$ cat config.mk
export PLATFORM = sky130hd
export DESIGN_NAME = adc_read_ctrl_flat
export DESIGN_NICKNAME = d
export VERILOG_FILES = /design/src/rtl/adc_read_ctrl_if.sv /design/src/rtl/adc_read_ctrl.sv /design/src/flat_wrapper.sv
export SDC_FILE = /design/constraint.sdc
export NUM_CORES = 1
export LEC_CHECK = 0
export ABC_AREA = 1
export CORE_MARGIN = 2
export CORE_UTILIZATION = 47
export DETAILED_ROUTE_END_ITERATION = 16
export PLACE_DENSITY = 0.7
export SETUP_SLACK_MARGIN = 0.02
export SLEW_MARGIN = 20
export SYNTH_ARGS = -nofsm -noshare
export SYNTH_HDL_FRONTEND = slang
export SYNTH_SLANG_ARGS = --single-unit
$ cat constraint.sdc
create_clock -name clk -period 4.1 [get_ports clk]
set_input_delay 0.615 -clock clk [delete_from_list [all_inputs] [get_ports clk]]
set_output_delay 0.615 -clock clk [all_outputs]
set_load 0.01 [all_outputs]
$ cat src/rtl/adc_read_ctrl_if.sv
// Host/ADC signal bundle for adc_read_ctrl.
// The controller takes the master modport and the environment takes the slave modport.
interface adc_read_ctrl_if;
    logic        req;
    logic        abort;
    logic        adc_enable;
    logic        adc_read;
    logic        adc_conversion_complete;
    logic [15:0] adc_value;
    logic        busy;
    logic        done;
    logic        timeout;
    logic [15:0] value;

    modport master (
        input  req, abort, adc_conversion_complete, adc_value,
        output adc_enable, adc_read, busy, done, timeout, value
    );

    modport slave (
        output req, abort, adc_conversion_complete, adc_value,
        input  adc_enable, adc_read, busy, done, timeout, value
    );
endinterface

$ cat src/rtl/adc_read_ctrl.sv
// ADC read sequencer: power up, settle, hold read until completion/timeout/abort, recover.
// Every output comes straight from a flop loaded with its next-state value.
module adc_read_ctrl #(
    parameter int unsigned SETTLE_CYCLES  = 16,
    parameter int unsigned TIMEOUT_CYCLES = 4096
) (
    input  logic                  clk,
    input  logic                  rst_n,
    adc_read_ctrl_if.master       bus
);
    localparam int unsigned SW = $clog2(SETTLE_CYCLES + 1);
    localparam int unsigned TW = $clog2(TIMEOUT_CYCLES + 1);

    typedef enum logic [1:0] {IDLE, SETTLE, READ, RECOVER} state_t;

    state_t        r_state, w_state_nxt;
    logic [SW-1:0] r_settle_cnt, w_settle_cnt_nxt;
    logic [TW-1:0] r_read_cnt, w_read_cnt_nxt;
    logic          r_adc_enable, w_adc_enable_nxt;
    logic          r_adc_read, w_adc_read_nxt;
    logic          r_busy, w_busy_nxt;
    logic          r_done, w_done_nxt;
    logic          r_timeout, w_timeout_nxt;
    logic [15:0]   r_value, w_value_nxt;

    // State, counters and registered outputs
    always_ff @(posedge clk or negedge rst_n) begin
        if (!rst_n) begin
            r_state      <= IDLE;
            r_settle_cnt <= '0;
            r_read_cnt   <= '0;
            r_adc_enable <= 1'b0;
            r_adc_read   <= 1'b0;
            r_busy       <= 1'b0;
            r_done       <= 1'b0;
            r_timeout    <= 1'b0;
            r_value      <= 16'h0000;
        end else begin
            r_state      <= w_state_nxt;
            r_settle_cnt <= w_settle_cnt_nxt;
            r_read_cnt   <= w_read_cnt_nxt;
            r_adc_enable <= w_adc_enable_nxt;
            r_adc_read   <= w_adc_read_nxt;
            r_busy       <= w_busy_nxt;
            r_done       <= w_done_nxt;
            r_timeout    <= w_timeout_nxt;
            r_value      <= w_value_nxt;
        end
    end

    // Next state; in READ completion has priority over abort, abort over timeout
    always_comb begin
        w_state_nxt      = r_state;
        w_settle_cnt_nxt = r_settle_cnt;
        w_read_cnt_nxt   = r_read_cnt;
        w_done_nxt       = 1'b0;
        w_timeout_nxt    = 1'b0;
        w_value_nxt      = r_value;

        case (r_state)
            IDLE: begin
                w_settle_cnt_nxt = '0;
                w_read_cnt_nxt   = '0;
                if (bus.req) begin
                    w_state_nxt = SETTLE;
                end
            end
            SETTLE: begin
                if (bus.abort) begin
                    w_state_nxt = RECOVER;
                end else if (r_settle_cnt == SW'(SETTLE_CYCLES - 1)) begin
                    w_state_nxt    = READ;
                    w_read_cnt_nxt = '0;
                end else if (r_settle_cnt != '1) begin
                    w_settle_cnt_nxt = r_settle_cnt + SW'(1);
                end
            end
            READ: begin
                if (bus.adc_conversion_complete) begin
                    w_state_nxt = RECOVER;
                    w_done_nxt  = 1'b1;
                    w_value_nxt = bus.adc_value;
                end else if (bus.abort) begin
                    w_state_nxt = RECOVER;
                end else if (r_read_cnt == TW'(TIMEOUT_CYCLES - 1)) begin
                    w_state_nxt   = RECOVER;
                    w_timeout_nxt = 1'b1;
                end else if (r_read_cnt != '1) begin
                    w_read_cnt_nxt = r_read_cnt + TW'(1);
                end
            end
            RECOVER: begin
                w_state_nxt      = IDLE;
                w_settle_cnt_nxt = '0;
                w_read_cnt_nxt   = '0;
            end
            default: begin
                w_state_nxt = IDLE;
            end
        endcase

        w_adc_enable_nxt = (w_state_nxt != IDLE);
        w_adc_read_nxt   = (w_state_nxt == READ);
        w_busy_nxt       = (w_state_nxt != IDLE);
    end

    assign bus.adc_enable = r_adc_enable;
    assign bus.adc_read   = r_adc_read;
    assign bus.busy       = r_busy;
    assign bus.done       = r_done;
    assign bus.timeout    = r_timeout;
    assign bus.value      = r_value;
endmodule

$ cat src/flat_wrapper.sv
// flat-port wrapper written by rule: the top's interface ports become plain ports
module adc_read_ctrl_flat 
#(
    parameter int unsigned SETTLE_CYCLES  = 16,
    parameter int unsigned TIMEOUT_CYCLES = 4096
)
  (clk, rst_n, bus_req, bus_abort, bus_adc_conversion_complete, bus_adc_value, bus_adc_enable, bus_adc_read, bus_busy, bus_done, bus_timeout, bus_value);
  adc_read_ctrl_if bus_i ();
  input  logic clk;
  input  logic rst_n;
  input wire logic [$bits(bus_i.req)-1:0] bus_req;
  input wire logic [$bits(bus_i.abort)-1:0] bus_abort;
  input wire logic [$bits(bus_i.adc_conversion_complete)-1:0] bus_adc_conversion_complete;
  input wire logic [$bits(bus_i.adc_value)-1:0] bus_adc_value;
  output wire logic [$bits(bus_i.adc_enable)-1:0] bus_adc_enable;
  output wire logic [$bits(bus_i.adc_read)-1:0] bus_adc_read;
  output wire logic [$bits(bus_i.busy)-1:0] bus_busy;
  output wire logic [$bits(bus_i.done)-1:0] bus_done;
  output wire logic [$bits(bus_i.timeout)-1:0] bus_timeout;
  output wire logic [$bits(bus_i.value)-1:0] bus_value;
  assign bus_i.req = bus_req;
  assign bus_i.abort = bus_abort;
  assign bus_i.adc_conversion_complete = bus_adc_conversion_complete;
  assign bus_i.adc_value = bus_adc_value;
  assign bus_adc_enable = bus_i.adc_enable;
  assign bus_adc_read = bus_i.adc_read;
  assign bus_busy = bus_i.busy;
  assign bus_done = bus_i.done;
  assign bus_timeout = bus_i.timeout;
  assign bus_value = bus_i.value;
  adc_read_ctrl #(.SETTLE_CYCLES(SETTLE_CYCLES), .TIMEOUT_CYCLES(TIMEOUT_CYCLES)) u_core (.clk(clk), .rst_n(rst_n), .bus(bus_i));
endmodule
* After elaboration in Yosys (flattened, before gate mapping)
Cells that the tools add are included.
** Storage, ports and cells
- Output and inout port bits :: 21
- Word-level logic and storage cells :: 57
- Bits in registers :: 40
- Memories kept :: 0
- Bits in latches :: 0
- Memory bits (read-only) :: 0
- RAM bits :: 0
- Bits of input ports :: 21
** Operators by class
- Equal/unequal tests :: 16
- Multipliers :: 0
- $lt $le $gt $ge :: 0
- Shifts and indexed selects :: 0
- Reductions and logical operators :: 7
- Bitwise logic cells :: 0
- Add/subtract/negate cells :: 2
- Multiplexer cells :: 24
- Div/mod/pow operators :: 0
** Operators by type and width (count)
- 13-bit two-way mux :: 6
- 13-bit case mux with 3 select lines :: 1
- 5-bit two-way mux :: 3
- 13-bit by 1-bit adder with 13-bit output, second input constant :: 1
- 13-bit by 12-bit equality test with 1-bit output, second input constant :: 1
- 13-bit inequality test, second input constant :: 1
- 2-bit two-way mux :: 6
- 2-bit inequality test, second input constant :: 5
- 5-bit case mux with 2 select lines :: 1
- 2-bit case mux with 4 select lines :: 1
- 2-bit equality test, second input constant :: 3
- 1-bit two-way mux :: 6
- 2-bit by 1-bit inequality test with 1-bit output, second input constant :: 3
- 6-bit AND reduction :: 1
- 5-bit by 1-bit adder with 5-bit output, second input constant :: 1
- 5-bit by 4-bit equality test with 1-bit output, second input constant :: 1
- 5-bit inequality test, second input constant :: 1
- 4-bit AND reduction :: 1
- 2-bit nonzero test :: 2
- 2-bit by 1-bit equality test with 1-bit output, second input constant :: 1
- 2-bit zero test :: 1
- 2-bit AND reduction :: 1
- 2-bit OR reduction :: 1

* Depth between registers and ports, before layout
- Depth in word-level cells :: 6
- Depth in mapped cells :: 10
- Mapped depth without buffers :: 10

* Worst setup path before layout
Ideal clock, no wire load.
- Path kind :: reg-to-reg
- Start :: register u_core.r_settle_cnt[0]
- End :: register u_core.r_settle_cnt[2]
- Data required time :: 3980 ps
- Cell stages (with the launch flop) :: 10
- Path buffers :: 0
- Setup slack :: 2434 ps
- Setup time :: 120 ps
- Arrival time :: 1546 ps
- Period minus slack after synthesis :: 1666 ps
- Path through :: dfrtp_1 -> ha_1 -> nand2_1 -> nor2_1 -> ha_1 -> nor2_1 -> nand2_1 -> o21ai_1 -> a21boi_0 -> nor2_1
** On the way
- Word-level cells in the longest chain between the ends :: 5
- Elaborated cells between the ends (all ways) :: 10
- Classes of those cells :: add/sub: 1; eq/ne: 4; mux: 4; reduce/logical: 1
** Ends and longest elaborated chain
- start: declaration :: RTL line adc_read_ctrl.sv:17 : logic [SW-1:0] r_settle_cnt, w_settle_cnt_nxt;
- start signal: assignment :: RTL line adc_read_ctrl.sv:40 : r_settle_cnt <= w_settle_cnt_nxt;
- 5-bit by 1-bit adder with 5-bit output :: RTL line adc_read_ctrl.sv:75 : w_settle_cnt_nxt = r_settle_cnt + SW'(1);
- 5-bit two-way mux :: RTL line adc_read_ctrl.sv:74 : end else if (r_settle_cnt != '1) begin
- 5-bit two-way mux :: RTL line adc_read_ctrl.sv:71 : end else if (r_settle_cnt == SW'(SETTLE_CYCLES - 1)) begin
- 5-bit two-way mux :: RTL line adc_read_ctrl.sv:69 : if (bus.abort) begin
- 5-bit case mux with 2 select lines :: RTL line adc_read_ctrl.sv:60 : case (r_state)
Parallel ways exist; a longest one is shown, timed or not. The select of a mux whose other input is x is not followed.
A chain may end at the register's enable or synchronous reset.

* Worst setup path in the final report
- Start :: register u_core.r_state[0]
- End :: register u_core.r_read_cnt[7]
** On the way
- Word-level cells in the longest chain between the ends :: 3
- Elaborated cells between the ends (all ways) :: 13
- Classes of those cells :: eq/ne: 9; mux: 1; reduce/logical: 3
** Ends and longest elaborated chain
- start: declaration :: RTL line adc_read_ctrl.sv:16 : state_t r_state, w_state_nxt;
- start signal: assignment :: RTL line adc_read_ctrl.sv:39 : r_state <= w_state_nxt;
- 2-bit equality test (tied with other cells) :: RTL line adc_read_ctrl.sv:60
- 2-bit inequality test (no line) (tied with other cells)
- 6-bit AND reduction (no line) / 13-bit case mux with 3 select lines (equally long branches)
- end signal: assignment :: RTL line adc_read_ctrl.sv:41 : r_read_cnt <= w_read_cnt_nxt;
- end: declaration :: RTL line adc_read_ctrl.sv:18 : logic [TW-1:0] r_read_cnt, w_read_cnt_nxt;
Parallel ways exist; a longest one is shown, timed or not.

==> impl_metrics.json <==
{
  "status": "finished clean",
  "crit_fanout": 18,
  "cp.required_ns": 4.28,
  "p_leak_nw": 1.27,
  "tightest_slew_ns": 0.881,
  "die_area_um2": 5060,
  "dpl.cell_count": 367,
  "num_rows": 24,
  "hpwl_um": 3190,
  "drc_errors": 0,
  "hp-class": "input port to async pin",
  "overflow": 0,
  "maxCapViolCount": 0,
  "cts_resized": 0,
  "die_h_um": 71.1,
  "path_clk_slew_ns": 0.08,
  "synth_cell_type_count": 27,
  "drtPass1Iterations": 4,
  "wire_per_inst_um": 12.0,
  "syn-mean-instance-area_um2": 7.53,
  "ir_drop_uv": 309,
  "netlist_area_um2": 2120,
  "finalClockSkew_ns": 0.00756,
  "hold_violations": 0,
  "path_cells": "inv_1 > ha_1 > nand2_2 > o211ai_1 > nor2_2 > nand2_4 > nand2_1 > nand2_1",
  "end_kind": "flop",
  "slew_headroom_pct": 41.3,
  "routabilityCongestion": 0.767,
  "finalSetupTns_ns": 0,
  "syn_nets": 309,
  "ys_seq_elements": 40,
  "ctsRootBufferMaster": "clkbuf_8",
  "viasPerCell": 4.91,
  "synth_top_area_share_pct": 47.3,
  "rsz0062_at_grt": "false",
  "worstSetupPathType": "flop to flop",
  "ys_warn_count": 0,
  "grt_max_degree": 41,
  "power_density_nw_per_um2": 592,
  "fmax_mhz": 440,
  "coreArea_um2": 4350,
  "ant_nets": 0,
  "cts_num_sinks": 40,
  "h-tree-depth": 2,
  "numPortBuffers": 41,
  "drive_gt1_share_pct": 5.88,
  "io_pins": 42,
  "fin_crit_ns": 2.27,
  "synth_top_area_cell": "dfrtp_1",
  "syn_inst": 281,
  "start_util_pct": 48.6,
  "drt_iter0_markers": 112,
  "grt_pass1_wl_um": 8020,
  "cts_buffers": 5,
  "tritoncts": "built",
  "die_w_um": 71.1,
  "vias": 1842,
  "slowest_stage": "nor2_2",
  "final_area_um2": 2660,
  "slew_violations": 0,
  "placed_cell_area_um2": 2550,
  "seq_area_frac_synth_pct": 47.3,
  "fin_crit_sh_pct": 55.5,
  "clkLatencyLatePin_ns": 0.30,
  "antenna_found_initial": 0,
  "routed_wl_um": 4480,
  "crit_top_cell": "nand2_1",
  "finalNonFillerCells": 375,
  "first_global_vias": 1810,
  "track_usage_pct": 19.9,
  "setup_violations": 0,
  "antennaDiodeCount": 0,
  "synth_area_leaders": "dfrtp_1, nand2_1, nand3_1",
  "cp.arrival_ns": 2.46,
  "critPathLaunchType": "flop",
  "fin_nets": 350,
  "area_delta_synth_final_pct": 25.5,
  "post_cts_buffers": 0,
  "clock_path_buffers": 2,
  "ctsHoldBuffers": 0,
  "cp_slowest_stage_delay_ns": 0.54
}
[sequential cells by signal, indices dropped and copies added, names as in the netlist]
register               count
u_core.bus.done            1
u_core.bus.timeout         1
u_core.r_settle_cnt        5
u_core.r_read_cnt         13
u_core.r_state             2
u_core.bus.value          16
u_core.bus.adc_enable      1
u_core.bus.adc_read        1
[stage by stage]
stage / setup slack, ns / util, % / hold WS [ns] / power, mW
final: 1.83 / 61.0 / 0.436 / 1.57
after detailed placement: 1.56 / 58.5 / 0.472 / 1.27
after global routing: 1.64 / 61.0 / 0.507 / 1.70
after floorplan: 2.43 / - / 0.319 / 0.997
after CTS: 1.82 / 61.0 / 0.471 / 1.60
after global placement: 1.57 / 58.5 / 0.461 / 1.26
[Yosys cell counts (all sizes together)]
master  instances
nand2         121
dfrtp          40
nor2           29
nand3          26
inv            23
o21ai          10
ha              7
nand4           6
buf             5
a21boi          2
clkbuf          2
nand3b          2
nor3b           2
a21oi           1
clkinv          1
nor4            1
o211ai          1
o22ai           1
or2             1
[where the power goes]
part           internal (mW)  switching (mW)
combinational          0.287           0.389
sequential             0.508          0.0688
clock                  0.180           0.142
[path summary, 6_finish.rpt]
kind	from	slack (ns)	cells past startpoint	endpoint
min in group clk	u_core.bus.value[8]	0.49	2	u_core.bus.value[8]
min	rst_n	0.44	1	u_core.r_state[1]
max reg2reg	u_core.r_state[0]	1.83	8	u_core.r_read_cnt[7]
min reg2reg	u_core.bus.value[8]	0.49	2	u_core.bus.value[8]
max in group asynchronous	rst_n	3.11	1	u_core.r_settle_cnt[4]
max	u_core.r_state[0]	1.83	8	u_core.r_read_cnt[7]
[per-layer routing]
layer  wire length [um]  global-route usage, %  share of wire [%]
met2               2020                   31.5                 45
met1               2110                   25.6                 47
met4                 82                   8.18                1.8
met3                273                   6.13                6.1
met5                  0                      0                  0
[cells by family after synthesis]
kind of cell	Yosys count	synth area share, %
buffers and inverters	31	6.21
and+or+nand+nor	188	38.4
DFF	40	47.3
adders and majority gates	7	4.14
AOI/OAI and AO/OA	15	3.96
[cells in the final DEF (no fill, tap or decap)]
master           count
a21boi_0             2
a21oi_1              1
buf_2                1
bufinv_16            1
clkbuf_8             5
clkdlybuf4s50_1     40
clkinv_1             1
clkinv_2             1
clkinvlp_4           1
dfrtp_1             40
ha_1                 7
inv_1               23
nand2_1            118
nand2_2              2
nand2_4              1
nand3_1             25
nand3_2              1
nand3b_1             2
nand4_1              6
nor2_1              24
nor2_2               3
nor2_4               2
nor3b_1              2
nor4_1               1
o211ai_1             1
o21ai_0              9
o21ai_1              1
o22ai_1              1
or2_2                1
[final cells by class]
cell class                      instances  area, um2
Fill cell                             422       1700
Sequential cell                        40       1000
Multi-Input combinational cell        210        985
Timing Repair Buffer                   41        405
Inverter                               24       90.1
Clock buffer                            5       68.8
Tap cell                               52       65.1
Clock inverter                          3       42.5
[worst max-delay path: cells and delay by family, from the launching register on]
family,cells,cell delay (ns)
simple gates,5,1.22
flops,1,0.40
fa+ha+maj,1,0.29
compound gates,1,0.16
buf+inv,1,0.09
Note: power is estimated with default switching activity, not from simulation.
